[src/rtl/picomips_sequencer.sv]
// picoMIPS fetch/decode/sequence controller: 3-cycle FETCH/DECODE/EXEC loop with WAIT and HALT.
// Define PICOMIPS_SEQ_CALL_EN to add CALL/RET through a one-entry link register.
module picomips_sequencer #(
    parameter  int N      = 8,
    parameter  int A_SIZE = 3,
    parameter  int R_SIZE = 3,
    parameter  int P_SIZE = 8,
    localparam int I_SIZE = 5 + R_SIZE + N
) (
    input  logic              clk,
    input  logic              nReset,
    output logic [P_SIZE-1:0] progAddr,
    input  logic [I_SIZE-1:0] instrIn,
    input  logic [N-1:0]      aluResult,
    input  logic              go,
    output logic [A_SIZE-1:0] aluFunc,
    output logic              aluImmediate,
    output logic              immSwitches,
    output logic [R_SIZE-1:0] opD,
    output logic [N-1:0]      opS,
    output logic              regWe,
    output logic              waiting,
    output logic              halted
);

    typedef enum logic [2:0] {
        S_FETCH  = 3'd0,
        S_DECODE = 3'd1,
        S_EXEC   = 3'd2,
        S_WAIT   = 3'd3,
        S_HALT   = 3'd4
    } state_t;

    state_t            state_q;
    logic [P_SIZE-1:0] pc_q;
    logic [I_SIZE-1:0] ir_q;
    logic              z_q;
    logic [2:0]        go_q;
`ifdef PICOMIPS_SEQ_CALL_EN
    logic [P_SIZE-1:0] lr_q;
`endif

    logic [4:0]        op;
    logic [N-1:0]      imm;
    logic              is_alu;
    logic              go_edge;
    logic [P_SIZE-1:0] pc_inc;
    logic [P_SIZE-1:0] target;

    assign op      = ir_q[I_SIZE-1 -: 5];
    assign imm     = ir_q[N-1:0];
    assign is_alu  = (op[4:3] != 2'b00);
    assign pc_inc  = pc_q + P_SIZE'(1);
    assign target  = imm[P_SIZE-1:0];
    // go_q[1] is the synchronised button, go_q[2] its previous value
    assign go_edge = go_q[1] & ~go_q[2];

    assign progAddr     = pc_q;
    assign aluFunc      = is_alu ? op[2:0] : '0;
    assign aluImmediate = op[4];
    assign immSwitches  = op[4] & op[3];
    assign opD          = ir_q[N +: R_SIZE];
    assign opS          = imm;
    assign regWe        = (state_q == S_EXEC) && is_alu;
    assign waiting      = (state_q == S_WAIT);
    assign halted       = (state_q == S_HALT);

    always_ff @(posedge clk or negedge nReset) begin
        if (!nReset) begin
            state_q <= S_FETCH;
            pc_q    <= '0;
            ir_q    <= '0;
            z_q     <= 1'b0;
            go_q    <= '0;
`ifdef PICOMIPS_SEQ_CALL_EN
            lr_q    <= '0;
`endif
        end else begin
            go_q <= {go_q[1:0], go};
            case (state_q)
                S_FETCH:  state_q <= S_DECODE;
                S_DECODE: begin
                    ir_q    <= instrIn;
                    state_q <= S_EXEC;
                end
                S_EXEC: begin
                    state_q <= S_FETCH;
                    if (is_alu) begin
                        z_q  <= (aluResult == '0);
                        pc_q <= pc_inc;
                    end else begin
                        case (op[2:0])
                            3'b001: pc_q <= target;
                            3'b010: pc_q <= z_q ? target : pc_inc;
                            3'b011: state_q <= S_WAIT;
                            3'b100: state_q <= S_HALT;
`ifdef PICOMIPS_SEQ_CALL_EN
                            3'b101: begin
                                lr_q <= pc_inc;
                                pc_q <= target;
                            end
                            3'b110: pc_q <= lr_q;
`endif
                            default: pc_q <= pc_inc;
                        endcase
                    end
                end
                // edges arriving outside WAIT are simply never looked at
                S_WAIT: begin
                    if (go_edge) begin
                        pc_q    <= pc_inc;
                        state_q <= S_FETCH;
                    end
                end
                S_HALT:   state_q <= S_HALT;
                default:  state_q <= S_FETCH;
            endcase
        end
    end

endmodule

[config.mk]
export PLATFORM = sky130hd
export DESIGN_NAME = picomips_sequencer
export DESIGN_NICKNAME = d
export VERILOG_FILES = /design/src/rtl/picomips_sequencer.sv
export SDC_FILE = /design/constraint.sdc
export NUM_CORES = 1
export LEC_CHECK = 0
export ABC_AREA = 1
export CORE_MARGIN = 8
export CORE_UTILIZATION = 41
export CTS_CLUSTER_SIZE = 16
export DETAILED_ROUTE_END_ITERATION = 16
export GPL_ROUTABILITY_DRIVEN = 0
export PLACE_DENSITY = 0.81
export SLEW_MARGIN = 5
export SYNTH_ARGS = -nofsm -noshare
export SYNTH_HDL_FRONTEND = slang
export SYNTH_SLANG_ARGS = --single-unit
[constraint.sdc]
create_clock -name clk -period 1.1 [get_ports clk]
set_input_delay 0.22 -clock clk [delete_from_list [all_inputs] [get_ports clk]]
set_output_delay 0.22 -clock clk [all_outputs]
set_load 0.005 [all_outputs]
Word level (Yosys, flattened, before mapping) --
Cells that the tools add are included.
Storage, ports and cells: bits in registers 31, bits of input ports 27, output and inout port bits 27, logic and storage cells 37
Operators by class: $add $sub $neg 1, eq/ne operators 10, multiplexer cells 10, bitwise operators 3, reductions and logical operators 8
Operator list (number):
- 8-bit 2-to-1 mux | 3
- 8-bit one-hot mux with 3 select lines | 1
- 8-bit one-hot mux with 2 select lines | 1
- 3-bit one-hot mux with 5 select lines | 1
- 3-bit by 2-bit equality test with 1-bit output, second input constant | 4
- 3-bit 2-to-1 mux | 3
- 8-bit by 1-bit adder with 8-bit output, second input constant | 1
- 8-bit zero test | 1
- 3-bit by 1-bit equality test with 1-bit output, second input constant | 2
- 3-bit equality test, second input constant | 2
- 3-bit one-hot mux with 2 select lines | 1
- 2-bit nonzero test | 2
- 3-bit zero test | 1
- 3-bit inequality test, second input constant | 1
- 3-bit AND reduction | 1
- 1-bit AND | 2
- 2-bit by 1-bit inequality test with 1-bit output, second input constant | 1
- 2-bit AND reduction | 1
- 2-bit OR reduction | 1
- 1-bit logical AND | 1
- 1-bit inverter | 1

Logic depth before layout (Yosys ltp) --
depth in word-level cells 5, mapped depth 10, depth with buffers taken out 10

Worst setup path before layout --
OpenSTA, ideal clock, no wires.
kind register to register, start register ir_q[15], end register pc_q[7], in the netlist progAddr[7], library setup time 0.116 ns, data arrival time 1.117 ns, required time 0.984 ns, slack -0.133 ns, stages on the path, launching flop included 9, path buffers 0, period minus slack after synthesis 1.233 ns, path through dfrtp_1 nor2_4 inv_2 nor2_8 nand2_1 nand2_1 nand2_1 nand2_1 nand2_1
Between the ends: cells in the longest elaborated chain, start to end 3, elaborated cells between the ends (all ways) 5, those cells by class eq/ne (1); mux (2); reduce/logical (2)
Ends and longest elaborated chain:
- start, declared | line 36 | logic [I_SIZE-1:0] ir_q;
- start signal, assigned | line 83 | ir_q <= instrIn;
- 2-bit nonzero test (*) | line 52 | assign is_alu = (op[4:3] != 2'b00);
- 3-bit inequality test (no line) / 8-bit 2-to-1 mux (equally long branches)
- 3-bit AND reduction (no line) / 8-bit one-hot mux with 2 select lines (equally long branches)
- end signal, assigned | line 90 | pc_q <= pc_inc;
- end signal, assigned | line 93 | 3'b001: pc_q <= target;
- end signal, assigned | line 94 | 3'b010: pc_q <= z_q ? target : pc_inc;
- end, declared | line 35 | logic [P_SIZE-1:0] pc_q;
Every way passes the cells marked *; elsewhere a longest branch is shown, timed or not. A chain may end at the register's enable or synchronous reset.

Worst setup path after layout --
start register pc_q[0], in the netlist progAddr[0], end register pc_q[4], in the netlist progAddr[4]
Between the ends: cells in the longest elaborated chain, start to end 5, elaborated cells between the ends (all ways) 6, those cells by class add/sub (1); mux (5)
Ends and longest elaborated chain:
- 8-bit by 1-bit adder with 8-bit output (*) | line 53 | assign pc_inc = pc_q + P_SIZE'(1);
- 8-bit 2-to-1 mux | line 94
- 8-bit one-hot mux with 3 select lines | line 92 | case (op[2:0])
- 8-bit 2-to-1 mux | line 88 | if (is_alu) begin
- 8-bit one-hot mux with 2 select lines (*) | line 80 | case (state_q)
Every way passes the cells marked *; elsewhere a longest branch is shown, timed or not. The select of a mux whose other input is x is not followed.

==> flow_summary.json <==
{
  "status": "complete, but fails checks",
  "violations": "setup timing",
  "yosysTopAreaCell": "dfrtp_1",
  "grt_setup_unrepaired": "yes",
  "peakVddDrop_mv": 1.64,
  "rows": 23,
  "maxSlewHeadroom_pct": 73.6,
  "first_pass_iters": 4,
  "drt_wl_total_um": 5910,
  "antenna_left": 0,
  "synth.area.top_cells": "dfrtp_1 (47%), nand2_1 (14%), nand3_1 (5.4%), mux2_2 (5.4%), buf_4 (5.0%)",
  "finalSetupTns_ns": -12.41,
  "fillers": 253,
  "syn_nets": 223,
  "fmax_mhz": 619,
  "setup_viol": 37,
  "vias_per_cell": 5.10,
  "syn_area_per_cell_um2": 8.53,
  "leakagePower_uw": 0.00154,
  "grt_max_degree": 32,
  "period_needed_ns": 1.62,
  "finalPower_uw": 8990,
  "final_cell_mix": "nand2_1 (45), buf_4 (39), dfrtp_1 (31)",
  "antennaDiodeCount": 0,
  "crit_path_max_fanout": 4,
  "syn_inst": 195,
  "worst_setup_path_end_kind": "flop",
  "grtUsageTotal_pct": 16.6,
  "dpl_cell_area_um2": 2480,
  "worst_slack_ns": -0.516,
  "cts.htree.levels": 2,
  "rr_endpoint": "progAddr[4]",
  "dpl.hpwl_um": 3410,
  "reg2reg_depth": 10,
  "hold_path.class": "primary input to asynchronous set/reset pin",
  "ys_seq_area_share_pct": 46.7,
  "final-seq-area_um2": 776,
  "worst_hold_slack_ns": 0.286,
  "antenna_found_initial": 0,
  "clkLatencyLatePin_ns": 0.29,
  "cp.required_ns": 1.28,
  "drive_above_1_share_pct": 52.0,
  "max-cap-violations": 0,
  "netlist_area_um2": 1660,
  "arrival_ns": 1.79,
  "fin_skew_ns": 0.0113,
  "pin_count": 54,
  "clock_path_buffers": 2,
  "clock_sinks": 31,
  "die_w_um": 79.7,
  "wl_per_cell_um": 16.9,
  "slew_violations": 0,
  "worstMarginPinSlew_ns": 0.393,
  "start_kind": "flop",
  "dpl_worst_slack_ns": -0.393,
  "yosysWarningCount": 0,
  "finalHoldViolations": 0,
  "yosysUniqueCellTypes": 26,
  "multiInputGateArea_um2": 983,
  "r2r-start": "progAddr[0]",
  "crit_end": "progAddr[4]",
  "final_common_cell": "nand2_1",
  "vias": 1785,
  "fin_nets": 328,
  "cts_made_buffers": 5,
  "setup.worst_path.start": "progAddr[0]",
  "synth_top_area_share_pct": 46.7,
  "portBuffers": 53,
  "hold_buffers": 0,
  "initial_utilization_pct": 42.2,
  "fin_area_um2": 2960,
  "rrSetupSlack_ns": -0.52,
  "drtIter0Drc": 160,
  "grt_pass1_wl_um": 8390,
  "path_class": "flop to flop",
  "cts_tree": "built",
  "synth.ff_latch_count": 31,
  "power.density_nw_per_um2": 3040,
  "grt_pass1_vias": 1835,
  "cts_root_buf": "clkbuf_8",
  "core_um2": 3940,
  "area_growth_pct": 77.7,
  "clkTransAtPathRegs_ns": 0.07,
  "design.die.area_um2": 6350,
  "drc": 0,
  "grt-ovfl-total": 0,
  "timing.final.crit_share_pct": 147,
  "dieHeight_um": 79.7
}
==> synthesized netlist by cell type, drive strengths merged <==
cell type  instances
o32ai              1
nand2             64
nand3             18
mux2              13
buf               13
nor4               2
nor2              20
ha                 1
xor2               1
nand4              1
inv               21
o211ai             1
o21ai              5
dfrtp             31
a21oi              3
==> cell families (layout without fill, tap and decap cells) <==
group	count (synthesis)	in the layout	synth area share [%]
AOI/OAI and AO/OA	10	10	3.61
xor gates and xnor gates	1	1	0.527
adders and majority gates	1	1	0.752
buffers and inverters	34	138	10.5
DFF	31	31	46.7
muxes	13	13	8.80
and+or+nand+nor	105	106	29.2
==> worst max-delay path, cell delays in order, from the launching register on <==
cell and delay [ns]:
dfrtp_1 0.41, buf_4 0.16, ha_2 0.19, nand2_1 0.10
inv_1 0.09, nand3_1 0.08, nand2_1 0.10, nand2_1 0.11
nand3_1 0.14, nand2_4 0.08, nand2_2 0.04
==> final cells by class <==
class	count	area share (%)
clock buffer	6	2.79
tap	50	2.12
sequential	31	26.2
clock inverter	1	0.169
inverter	21	3.18
timing repair buffer	110	32.2
multi-input combinational	131	33.3
==> sequential cells by signal, indices dropped and copies added (netlist names) <==
| signal | count |
|---|---|
| ir_q | 16 |
| progAddr | 8 |
| go_q | 3 |
| state_q | 3 |
| z_q | 1 |
==> what timing repair did <==
action | CTS | global route
setup endpoints to repair | 54 | 43
setup buffers | 19 | 9
gates resized for setup | 126 | 58
pin swaps | 12 | 19
cloned | 1 | 1
==> power by group <==
part           total [uW]  leakage [uW]  internal (uW)  switching [uW]
Combinational        6160       0.00112           3130            3030
Sequential           1920      0.000375           1620             298
Clock                 915     0.0000470            490             425
==> worst min-delay path by stage <==
stage	depth (start not counted)	start	slack (ns)	endpoint
final	2	nReset	0.29	state_q[1]
after global routing	2	nReset	0.31	progAddr[2]
after CTS	2	nReset	0.29	state_q[1]
after detailed placement	0	go_q[0]	0.35	go_q[1]
after global placement	0	go_q[0]	0.33	go_q[1]
after floorplan	0	nReset	-0.08	go_q[0]
==> metrics by stage <==
stage | utilization [%] | instances
after floorplan | - | 195
after global placement | 63.0 | 319
after detailed placement | 63.0 | 319
after CTS | 69.5 | 345
after global routing | 75.0 | 350
final | 75.0 | 350
==> per-layer routing <==
layer / wire length, um / global-route usage [%] / up-vias
met5: 0 / 0 / -
met4: 266 / 9.07 / 0
met3: 456 / 5.29 / 25
met2: 3060 / 28.9 / 96
met1: 2130 / 17.3 / 849
li1: - / - / 815
(Power assumes the default switching activity.)
